**config.mk**
```make
export PLATFORM = sky130hd
export DESIGN_NAME = if_fetch_unit
export DESIGN_NICKNAME = d
export VERILOG_FILES = /design/src/rtl/if_fetch_unit.sv
export SDC_FILE = /design/constraint.sdc
export NUM_CORES = 1
export LEC_CHECK = 0
export ABC_AREA = 1
export BUFFER_PORTS_ARGS = -buffer_cell sky130_fd_sc_hd__buf_2
export CORE_UTILIZATION = 55
export DETAILED_ROUTE_END_ITERATION = 8
export HOLD_SLACK_MARGIN = 0.12
export MAX_ROUTING_LAYER = met4
export PLACE_DENSITY_LB_ADDON = 0.25
export SLEW_MARGIN = 20
export SYNTH_ARGS = -nofsm -noshare
export SYNTH_HDL_FRONTEND = slang
export SYNTH_SLANG_ARGS = --single-unit
export TNS_END_PERCENT = 1
```
**constraint.sdc**
```tcl
create_clock -name clk -period 8.17 [get_ports clk]
set_clock_uncertainty 0.15 [all_clocks]
set_input_delay 0 -clock clk [delete_from_list [all_inputs] [get_ports clk]]
set_output_delay 0 -clock clk [all_outputs]
set_load 0.03 [all_outputs]
```
**src/rtl/if_fetch_unit.sv**
```systemverilog
`default_nettype none
// ============================================================================
// Module   : if_fetch_unit
// Brief    : Instruction-fetch stage. Holds the PC and assembles each 32-bit
//            little-endian instruction from four byte reads on a shared
//            byte-wide memory port. Stalls the pipeline while a word is
//            incomplete. A branch redirect aborts any in-flight fetch.
// Revision : 1.0 - initial release
// ----------------------------------------------------------------------------
// Ports:
//   clk              in   1   clock, rising edge
//   rst              in   1   asynchronous active-high reset
//   stall_i          in   6   pipeline stall vector, bit 0 holds PC/IF
//   branch_flag_i    in   1   redirect request from EX
//   branch_target_i  in  32   redirect target PC
//   mem_grant_i      in   1   arbiter accepts this cycle's byte request
//   mem_din_i        in   8   read byte, valid the cycle after a grant
//   mem_req_o        out  1   byte read request
//   mem_addr_o       out 32   byte address of request
//   stallreq_o       out  1   fetch incomplete, stall the pipeline
//   if_pc_o          out 32   PC of the word in if_inst_o
//   if_inst_o        out 32   assembled instruction
// Optional feature macro: ICACHE_EN (direct-mapped one-word-line cache with
//   ICACHE_LINES lines; undefined = every word fetched from memory).
// ============================================================================
module if_fetch_unit #(
  parameter logic [31:0] RESET_PC     = 32'h0000_0000,
  parameter int          ICACHE_LINES = 64
) (
  input  logic        clk,
  input  logic        rst,
  input  logic [5:0]  stall_i,
  input  logic        branch_flag_i,
  input  logic [31:0] branch_target_i,
  input  logic        mem_grant_i,
  input  logic [7:0]  mem_din_i,
  output logic        mem_req_o,
  output logic [31:0] mem_addr_o,
  output logic        stallreq_o,
  output logic [31:0] if_pc_o,
  output logic [31:0] if_inst_o
);

  typedef enum logic [0:0] {
    S_FETCH = 1'b0,
    S_DONE  = 1'b1
  } state_t;

  state_t      r_state;
  logic [31:0] r_pc;
  logic [2:0]  r_iss;
  logic [2:0]  r_rcv;
  logic        r_inflight;   // a request was granted last cycle; its byte is on mem_din_i now
  logic        r_discard;    // that byte belongs to a fetch aborted by a branch
  logic        r_mem_req;
  logic [31:0] r_mem_addr;
  logic [31:0] r_if_pc;
  logic [31:0] r_if_inst;

  logic        w_grant;
  logic        w_byte_ok;
  logic [2:0]  w_iss_nxt;
  logic        w_entry_hit;  // next word (branch target or pc+4) is cached
  logic        w_hit_now;    // current fetch is served from the cache
  logic [31:0] w_hit_word;
  logic        w_unused;

  assign w_grant   = r_mem_req & mem_grant_i;
  assign w_byte_ok = r_inflight & ~r_discard;
  assign w_iss_nxt = r_iss + {2'b00, w_grant};

  // Line count must be a non-zero power of two; this block is empty on
  // purpose and only exists when the parameter is illegal.
  if ((ICACHE_LINES < 1) || ((ICACHE_LINES & (ICACHE_LINES - 1)) != 0)) begin : g_bad_lines
  end

`ifdef ICACHE_EN
  localparam int c_IDX_W = $clog2(ICACHE_LINES);
  localparam int c_TAG_W = 30 - c_IDX_W;

  logic               r_valid [ICACHE_LINES];
  logic [c_TAG_W-1:0] r_tag   [ICACHE_LINES];
  logic [31:0]        r_data  [ICACHE_LINES];
  logic               r_hit;
  logic [31:0]        r_hit_word;
  logic [31:0]        w_entry_pc;
  logic [c_IDX_W-1:0] w_lu_idx;
  logic [c_IDX_W-1:0] w_fill_idx;
  logic               w_fill;
  logic               w_entering;

  assign w_entry_pc  = branch_flag_i ? branch_target_i : (r_pc + 32'd4);
  assign w_lu_idx    = w_entry_pc[c_IDX_W+1:2];
  assign w_fill_idx  = r_pc[c_IDX_W+1:2];
  assign w_entry_hit = r_valid[w_lu_idx] && (r_tag[w_lu_idx] == w_entry_pc[31:c_IDX_W+2]);
  assign w_hit_now   = r_hit;
  assign w_hit_word  = r_hit_word;
  assign w_entering  = branch_flag_i || ((r_state == S_DONE) && !stall_i[0]);
  assign w_fill      = !branch_flag_i && (r_state == S_FETCH) && !r_hit &&
                       w_byte_ok && (r_rcv == 3'd3);

  // Lookup happens in the cycle the next word is chosen, so a hit can be
  // presented at the first edge spent in S_FETCH.
  always_ff @(posedge clk or posedge rst) begin
    if (rst) begin
      r_hit      <= 1'b0;
      r_hit_word <= 32'd0;
      for (int i = 0; i < ICACHE_LINES; i++) begin
        r_valid[i] <= 1'b0;
      end
    end else begin
      r_hit <= 1'b0;
      if (w_entering) begin
        r_hit      <= w_entry_hit;
        r_hit_word <= r_data[w_lu_idx];
      end
      if (w_fill) begin
        r_valid[w_fill_idx] <= 1'b1;
      end
    end
  end

  always_ff @(posedge clk) begin
    if (w_fill) begin
      r_tag[w_fill_idx]  <= r_pc[31:c_IDX_W+2];
      r_data[w_fill_idx] <= {mem_din_i, r_if_inst[23:0]};
    end
  end

  assign w_unused = &{1'b0, stall_i[5:1], w_entry_pc[1:0]};
`else
  assign w_entry_hit = 1'b0;
  assign w_hit_now   = 1'b0;
  assign w_hit_word  = 32'd0;
  assign w_unused    = &{1'b0, stall_i[5:1]};
`endif

  // Request/address are registered one step ahead: every transition also
  // loads the request that the following cycle must present.
  always_ff @(posedge clk or posedge rst) begin
    if (rst) begin
      r_state    <= S_FETCH;
      r_pc       <= RESET_PC;
      r_iss      <= 3'd0;
      r_rcv      <= 3'd0;
      r_inflight <= 1'b0;
      r_discard  <= 1'b0;
      r_mem_req  <= 1'b0;
      r_mem_addr <= 32'd0;
      r_if_pc    <= RESET_PC;
      r_if_inst  <= 32'd0;
    end else begin
      r_inflight <= w_grant;
      r_discard  <= 1'b0;
      if (branch_flag_i) begin
        r_state    <= S_FETCH;
        r_pc       <= branch_target_i;
        r_iss      <= 3'd0;
        r_rcv      <= 3'd0;
        r_if_inst  <= 32'd0;
        r_discard  <= w_grant;
        r_mem_req  <= ~w_entry_hit;
        r_mem_addr <= branch_target_i;
      end else begin
        case (r_state)
          S_FETCH: begin
            if (w_hit_now) begin
              r_if_inst <= w_hit_word;
              r_if_pc   <= r_pc;
              r_state   <= S_DONE;
              r_mem_req <= 1'b0;
            end else begin
              r_iss <= w_iss_nxt;
              if (w_iss_nxt != 3'd4) begin
                r_mem_req  <= 1'b1;
                r_mem_addr <= r_pc + {29'd0, w_iss_nxt};
              end else begin
                r_mem_req <= 1'b0;
              end
              if (w_byte_ok) begin
                r_if_inst[{r_rcv[1:0], 3'b000} +: 8] <= mem_din_i;
                r_rcv <= r_rcv + 3'd1;
                if (r_rcv == 3'd3) begin
                  r_state <= S_DONE;
                  r_if_pc <= r_pc;
                end
              end
            end
          end
          S_DONE: begin
            if (!stall_i[0]) begin
              r_state    <= S_FETCH;
              r_pc       <= r_pc + 32'd4;
              r_iss      <= 3'd0;
              r_rcv      <= 3'd0;
              r_mem_req  <= ~w_entry_hit;
              r_mem_addr <= r_pc + 32'd4;
            end else begin
              r_mem_req <= 1'b0;
            end
          end
          default: r_state <= S_FETCH;
        endcase
      end
    end
  end

  assign stallreq_o = (r_state == S_FETCH);
  assign mem_req_o  = r_mem_req;
  assign mem_addr_o = r_mem_addr;
  assign if_pc_o    = r_if_pc;
  assign if_inst_o  = r_if_inst;

endmodule
`default_nettype wire

```
==> reports/qor.log, run 1 <==
INFO  layout         layout.area.seq=0.00345sqmm
INFO  setup_path     endpoint_of_the_worst_slack_reg_to_reg_timing_path=r_rcv[1]
INFO  floorplan      boundaryPins=148
INFO  floorplan      chipWidth=120um
INFO  drt            drtIter0Drc=643
INFO  setup_path     critical_path_class=reg -> reg
INFO  yosys          synth-edff-count=0
INFO  sta            max_freq=304MHz
INFO  clocking       cts_tree=yes
INFO  layout         multiInputGateArea=0.00364sqmm
INFO  yosys          yosys.cell_types.count=39
INFO  clocking       path_clk_slew=0.06ns
INFO  sta            max-slew-margin-rel=0.245
INFO  clocking       cts_root_buf=sky130_fd_sc_hd__clkbuf_16
INFO  place          routability_congestion=0.939
INFO  setup_path     crit_cells=5
INFO  drt            firstDrtPassIters=5
INFO  yosys          netlist.top_cell.by_area=sky130_fd_sc_hd__dfrtp_1
INFO  layout         filler_cell_count=1053
INFO  yosys          ys_seq_area_frac=0.453
INFO  min_path       hold_path_depth=3
INFO  drt            post-route-drc-count=0
INFO  sta            final-max-slew-violation-count=0
INFO  layout         final_cell_mix=sky130_fd_sc_hd__nand2_1 (250), sky130_fd_sc_hd__buf_2 (142), sky130_fd_sc_hd__dfrtp_1 (138)
INFO  drt            wl_per_cell=16.7um
INFO  global_routing grt_overflow=0
INFO  clocking       clock-sinks=138
INFO  yosys          postSynthCellCount=995
INFO  setup_path     worst_path_max_delay_cell=sky130_fd_sc_hd__clkinv_1
INFO  yosys          synthesis.area=0.00762sqmm
INFO  floorplan      initial_core_util=0.571
INFO  setup_path     worstPathRequired=8.37ns
INFO  place          detailed_place_hpwl=14800um
INFO  setup_path     worst_reg2reg_path_startpoint=r_state
INFO  layout         area_growth_syn_to_layout=26.2%
INFO  setup_path     r2r_setup_slack=4.88ns
INFO  sta            setup_tns=0ns
INFO  layout         postLayoutCellArea=0.00961sqmm
INFO  floorplan      floorplan.die.height=120um
INFO  setup_path     crit_fanout=31
INFO  drt            drt.antenna.violating_nets=0
INFO  clocking       ctsResizeCount=0
INFO  yosys          synth_top_cell_area_share=0.453
INFO  setup_path     worst-endpoint-arrival=3.49ns
INFO  layout         drive_gt1_frac=0.201
INFO  clocking       max_root_sink_buffers=2
INFO  layout         design.final.nets=1232
INFO  layout         n_antenna_cell=0
INFO  min_path       min_path_type=in -> reg
INFO  sta            fin_crit_sh=0.403
INFO  outcome        outcome=finished clean
INFO  sta            hold_viol=0
INFO  power_and_ir_drop cellLeakagePower=4.72nW
INFO  yosys          ys_seq_elements=138
INFO  yosys          synthFlopType=sky130_fd_sc_hd__dfrtp_1
INFO  floorplan      core_area=0.0133sqmm
INFO  global_routing wire_length_of_the_first_global_routing_pass=36800um
INFO  sta            rsz0062_at_grt=false
INFO  drt            vias_per_cell=5.62
INFO  setup_path     path_cells=nor2_1, clkinv_1, o21ai_0, inv_1, o21bai_1
INFO  clocking       number_of_post_cts_setup_repair_buffers=0
INFO  setup_path     critical_path_buf_inv_count=2
INFO  global_routing grt_antenna_before_repair=0
INFO  global_routing grt_start_max_net_pins=75
INFO  setup_path     cp_top_family=buffers and inverters
INFO  global_routing gr-usage-all-layers=0.340
INFO  yosys          post_synth_main_area_contributors=sky130_fd_sc_hd__dfrtp_1 (45%), sky130_fd_sc_hd__nand2_1 (12%), sky130_fd_sc_hd__nand3_1 (6.3%)
INFO  place          dpl_cell_area=0.00840sqmm
INFO  global_routing number_of_global_route_vias_before_repair=7386
INFO  setup_path     startpoint_type=flop
INFO  yosys          yosysWarningCount=0
INFO  yosys          asyncSetResetFlopFracSynth=1.00
INFO  clocking       clock_latency=0.43ns
INFO  layout         most_common_cell_after_layout_fill_and_taps_aside=sky130_fd_sc_hd__nand2_1
INFO  place          placement.io_buffers=142
INFO  clocking       h-tree-depth=4
INFO  power_and_ir_drop power_per_cell_area=226mW/mm^2
INFO  floorplan      rows=42
INFO  sta            worst_slew_pin_slew=1.13ns
INFO  drt            detailroute.via_count=7635
INFO  setup_path     worstSetupEndpointType=flop
INFO  yosys          post_synth.cell_area_avg=7.65squm
INFO  setup_path     critical-path-max-stage-delay=1.06ns
INFO  clocking       cts_buffers=17
INFO  yosys          synth_nets=1057
INFO  drt            routed_wl=22700um
INFO  floorplan      die-area=0.0143sqmm
INFO  sta            final.min_clock_period=3.29ns
INFO  power_and_ir_drop max-vdd-ir-drop=0.000138V
INFO  min_path       hold_path_endpoint=r_pc[1]
INFO  min_path       worst_hold_startpoint=branch_flag_i
INFO  setup_path     ff2ff_path_depth=5
INFO  sta            setup_viol=0
INFO  flow_run       maxCapViolations=0
[repair_timing]
item                                    in CTS  in global routing
hold endpoints to repair                   178                  0
endpoints found under the setup margin       0                  0
hold buffers                                51                  0
[synth_stat cells (3+ instances only)]
master and n:
sky130_fd_sc_hd__nand2_4 3, sky130_fd_sc_hd__nand2_1 250, sky130_fd_sc_hd__inv_1 83, sky130_fd_sc_hd__xor2_1 11, sky130_fd_sc_hd__nor2_1 89, sky130_fd_sc_hd__buf_2 17, sky130_fd_sc_hd__buf_1 4, sky130_fd_sc_hd__a21oi_1 61
sky130_fd_sc_hd__inv_2 3, sky130_fd_sc_hd__clkbuf_1 17, sky130_fd_sc_hd__nand3_1 96, sky130_fd_sc_hd__ha_1 11, sky130_fd_sc_hd__a31oi_1 30, sky130_fd_sc_hd__nor2_4 13, sky130_fd_sc_hd__nand2_2 13, sky130_fd_sc_hd__o22ai_1 10
sky130_fd_sc_hd__nor3_1 5, sky130_fd_sc_hd__buf_4 3, sky130_fd_sc_hd__o21ai_1 7, sky130_fd_sc_hd__nor2_2 17, sky130_fd_sc_hd__o31ai_1 9, sky130_fd_sc_hd__o21ai_0 81, sky130_fd_sc_hd__nand4_1 4, sky130_fd_sc_hd__dfrtp_1 138
[per-layer routing]
metal  global-route usage  part of all wire
met3               0.0718             0.082
met5                    -                 0
met4                0.152             0.031
met2                0.523              0.46
met1                0.435              0.42
[power breakdown]
part | switching (mW) | internal [mW]
logic | 0.306 | 0.139
registers | 0.0643 | 0.752
clock network | 0.300 | 0.614
total | 0.670 | 1.50
[logic make-up after synthesis]
group,share of synthesized area
AO/OA/AOI/OAI,0.148
XOR/XNOR,0.0126
adder cells (fa/ha/maj),0.0207
buffers and inverters,0.0695
flip-flops,0.453
multiplexers,0.00279
AND/OR/NAND/NOR,0.293
[sequential cells by signal, indices dropped and copies added, names as in the netlist]
register    cells
if_inst_o      32
if_pc_o        32
mem_addr_o     32
r_pc           32
r_iss           3
r_rcv           3
mem_req_o       1
r_discard       1
r_inflight      1
r_state         1
[final cells by class]
| cell class | instances | share of cell area |
|---|---|---|
| Multi-Input combinational cell | 727 | 0.379 |
| Sequential cell | 138 | 0.359 |
| Timing Repair Buffer | 198 | 0.131 |
| Clock buffer | 22 | 0.0514 |
| Inverter | 88 | 0.0350 |
| Tap cell | 176 | 0.0229 |
| Clock inverter | 10 | 0.0219 |
[worst max path at each step]
stage / startpoint / to
after CTS: mem_req_o / mem_addr_o[18]
after global routing: r_state / r_rcv[1]
final: r_state / r_rcv[1]
after detailed placement: branch_flag_i / mem_addr_o[1]
after floorplan: rst / if_inst_o[0]
after global placement: branch_flag_i / mem_addr_o[1]
[stage by stage]
stage / util / hold WS, ns / setup slack (ns) / std cells / total power [mW]
floorplan: - / -0.0332 / 4.32 / 995 / 1.11
global placement: 0.629 / 0.00966 / 4.65 / 1276 / 1.23
detailed placement: 0.629 / 0.00851 / 4.59 / 1276 / 1.24
CTS: 0.720 / 0.124 / 5.01 / 1359 / 2.17
global route: 0.720 / 0.161 / 4.69 / 1359 / 2.26
finish: 0.720 / 0.126 / 4.88 / 1359 / 2.17
[worst reg2reg max path: cells and delay by family (launching register included)]
family | cells | cell delay [ns]
simple gates | 1 | 0.54
flops | 1 | 0.53
compound gates | 2 | 0.82
buf+inv | 2 | 1.17
No activity file was read; power rests on OpenSTA's default activity.
==> run 2: changes to the inputs <==
==> constraint.sdc (replaced) <==
create_clock -name clk -period 3.25 [get_ports clk]
set_clock_uncertainty 0.15 [all_clocks]
set_input_delay 0 -clock clk [delete_from_list [all_inputs] [get_ports clk]]
set_output_delay 0 -clock clk [all_outputs]
set_load 0.03 [all_outputs]
==> run 2 against run 1 <==
  * Sequential share of layout area down 0.093 points
  * Critical path depth up 9
  * Clock power up 130%
  * Flip-flop and latch count unchanged
  * Via count down 2.4%
  * Power up 140%
  * Critical endpoint is now mem_addr_o[28]
  * Maximum frequency up 11%
  * Highest routed layer unchanged
  * Sequential power rose to 2.5 times the previous value
  * Final cell count up 0.59%
  * Count of clock-buffer cells in the layout unchanged
  * Die area unchanged
==> reports/qor.log, run 2 (synthesis gave the netlist of run 1 again) <==
INFO  outcome        outcome=finished clean
INFO  layout         most_common_cell_after_layout_fill_and_taps_aside=sky130_fd_sc_hd__nand2_1
INFO  drt            vias_per_cell=5.45
INFO  power_and_ir_drop power_per_cell_area=551mW/mm^2
INFO  min_path       min_path_type=in -> async
INFO  global_routing wire_length_of_the_first_global_routing_pass=37100um
INFO  layout         area_growth_syn_to_layout=26.6%
INFO  sta            hold_viol=0
INFO  clocking       max_root_sink_buffers=2
INFO  setup_path     crit_fanout=8
INFO  sta            final.min_clock_period=2.97ns
INFO  setup_path     worst_path_max_delay_cell=sky130_fd_sc_hd__fa_1
INFO  clocking       path_clk_slew=0.06ns
INFO  place          dp.cells=1282
INFO  power_and_ir_drop cell_internal_pwr=3.63mW
INFO  sta            final.setup.worst_slack=0.281ns
INFO  setup_path     ff2ff_path_depth=14
INFO  power_and_ir_drop post-layout-total-power=5.31mW
INFO  place          dpl_cell_area=0.00846sqmm
INFO  floorplan      floorplan.die.height=120um
INFO  layout         fin_cells=1367
INFO  setup_path     worstPathRequired=3.41ns
INFO  drt            route.met3.wl=1670um
INFO  sta            worst_slew_pin_slew=0.868ns
INFO  drt            routed.top_layer=met4
INFO  sta            setup_viol=0
INFO  power_and_ir_drop total_switching_power=1.68mW
INFO  setup_path     critical-path-max-stage-delay=0.46ns
INFO  setup_path     worstSetupEndpointType=flop
INFO  power_and_ir_drop sw_frac_of_total=0.316
INFO  power_and_ir_drop share_comb_of_total_power=0.211
INFO  setup_path     critical_path_class=reg -> reg
INFO  setup_path     endpoint_of_the_worst_slack_reg_to_reg_timing_path=mem_addr_o[28]
INFO  clocking       cts_root_buf=sky130_fd_sc_hd__clkbuf_16
INFO  layout         final_cell_mix=sky130_fd_sc_hd__nand2_1 (250), sky130_fd_sc_hd__buf_2 (142), sky130_fd_sc_hd__dfrtp_1 (138)
INFO  floorplan      boundaryPins=148
INFO  drt            drt.antenna.violating_nets=0
INFO  power_and_ir_drop cellLeakagePower=4.73nW
INFO  drt            routed_wl_met2=10400um
INFO  place          place_worst_setup_slack=0.275ns
INFO  power_and_ir_drop power_frac_clock=0.402
INFO  setup_path     path_cells=nand2_1, inv_1, ha_1, ha_1, inv_1, fa_1, o21ai_2, inv_1, nor2_4, nand2_1, a21oi_1, nand2_1, nand2_1, a21oi_1
INFO  setup_path     worst-endpoint-arrival=3.13ns
INFO  global_routing number_of_global_route_vias_before_repair=7305
INFO  clocking       cts_buffers=17
INFO  power_and_ir_drop max-vdd-ir-drop=0.000348V
INFO  sta            max_freq=337MHz
INFO  drt            post-route-drc-count=0
INFO  flow_run       maxCapViolations=0
INFO  floorplan      die-area=0.0143sqmm
INFO  floorplan      core_area=0.0133sqmm
INFO  place          routability_congestion=1.00
INFO  place          placement.io_buffers=142
INFO  sta            final-max-slew-violation-count=0
INFO  clocking       cts_tree=yes
INFO  clocking       h-tree-depth=4
INFO  drt            met1Wirelength=9920um
INFO  setup_path     worst_reg2reg_path_startpoint=mem_req_o
INFO  global_routing grt_start_max_net_pins=65
INFO  layout         design.final.nets=1239
INFO  floorplan      rows=42
INFO  global_routing grt_overflow=0
INFO  layout         filler_cell_count=1072
INFO  floorplan      chipWidth=120um
INFO  drt            wl_per_cell=16.4um
INFO  sta            max-slew-margin-rel=0.420
INFO  sta            rsz0062_at_grt=false
INFO  clocking       clock_latency=0.42ns
INFO  global_routing grt_antenna_before_repair=1
INFO  setup_path     most_used_cell_cp=sky130_fd_sc_hd__nand2_1
INFO  sta            fin_crit_sh=0.914
INFO  power_and_ir_drop pwr-share-seq=0.387
INFO  place          detailed_place_hpwl=15300um
INFO  drt            firstDrtPassIters=6
INFO  drt            drtIter0Drc=712
INFO  global_routing gr-usage-all-layers=0.342
INFO  floorplan      initial_core_util=0.571
INFO  clocking       clock-sinks=138
INFO  drt            routed_wl=22500um
INFO  setup_path     r2r_setup_slack=0.28ns
INFO  setup_path     startpoint_type=flop
INFO  sta            setup_tns=0ns
INFO  layout         postLayoutCellArea=0.00964sqmm
INFO  layout         drive_gt1_frac=0.206
INFO  drt            detailroute.via_count=7451
[run 2: changes by cell type in the layout (fill, tap and decap cells not counted), sizes merged]
cell / previous run / this run
clkinvlp: 1 / 6
dlygate4sd3: 51 / 52
buf: 147 / 153
clkinv: 6 / 3
diode: 0 / 1
bufinv: 6 / 4
[run 2: final cells by class]
cell class | instances | area, sq um | area share
antenna | 1 | 2.50 | 0.000260
clock buffer | 22 | 494 | 0.0513
clock inverter | 10 | 163 | 0.0169
inverter | 88 | 335 | 0.0348
multi-input combinational | 727 | 3640 | 0.378
sequential | 138 | 3450 | 0.358
tap | 176 | 220 | 0.0228
timing repair buffer | 205 | 1330 | 0.138
[run 2: metrics by stage]
stage	util	hold WS, ns
2_1_floorplan	-	-0.0332
3_3_place_gp	0.633	0.0658
3_5_place_dp	0.633	0.0659
4_1_cts	0.722	0.166
5_1_grt	0.722	0.247
6_report	0.722	0.144
[run 2: worst max path at each step]
| stage | slack (ns) | startpoint | end | depth (start not counted) |
|---|---|---|---|---|
| after floorplan | 0.52 | mem_req_o | mem_addr_o[28] | 14 |
| after global placement | 0.33 | mem_req_o | mem_addr_o[28] | 14 |
| after detailed placement | 0.28 | mem_req_o | mem_addr_o[28] | 14 |
| after CTS | 0.16 | mem_req_o | mem_addr_o[28] | 14 |
| after global routing | 0.1 | mem_req_o | mem_addr_o[16] | 14 |
| final | 0.28 | mem_req_o | mem_addr_o[28] | 14 |
[run 2: critical path, delay by kind of cell, from the launching register on]
| family | cells | cell delay [ns] |
|---|---|---|
| simple gates | 5 | 0.58 |
| buf+inv | 3 | 0.30 |
| fa+ha+maj | 3 | 0.96 |
| compound gates | 3 | 0.50 |
| flops | 1 | 0.37 |
[run 2: power groups by stage]
stage	registers, mW	logic, mW	clock network [mW]
4_1_cts	2.05	1.11	2.15
6_report	2.06	1.12	2.14
2_1_floorplan	2.27	0.531	0
3_3_place_gp	2.07	1.03	0
5_1_grt	2.08	1.23	2.23
3_5_place_dp	2.08	1.05	0
[run 2: timing repair]
action | CTS | global route
endpoints found under the setup margin | 0 | 4
buffers inserted | 0 | 0
endpoints found under the hold margin | 149 | 0
resized for setup | 0 | 1
hold buffers | 52 | 0
[run 2: per-layer routing]
metal / global-route usage / vias up
met1: 0.454 / 3437
li1: - / 3653
met3: 0.0680 / 36
met2: 0.531 / 325
met5: - / -
met4: 0.110 / 0
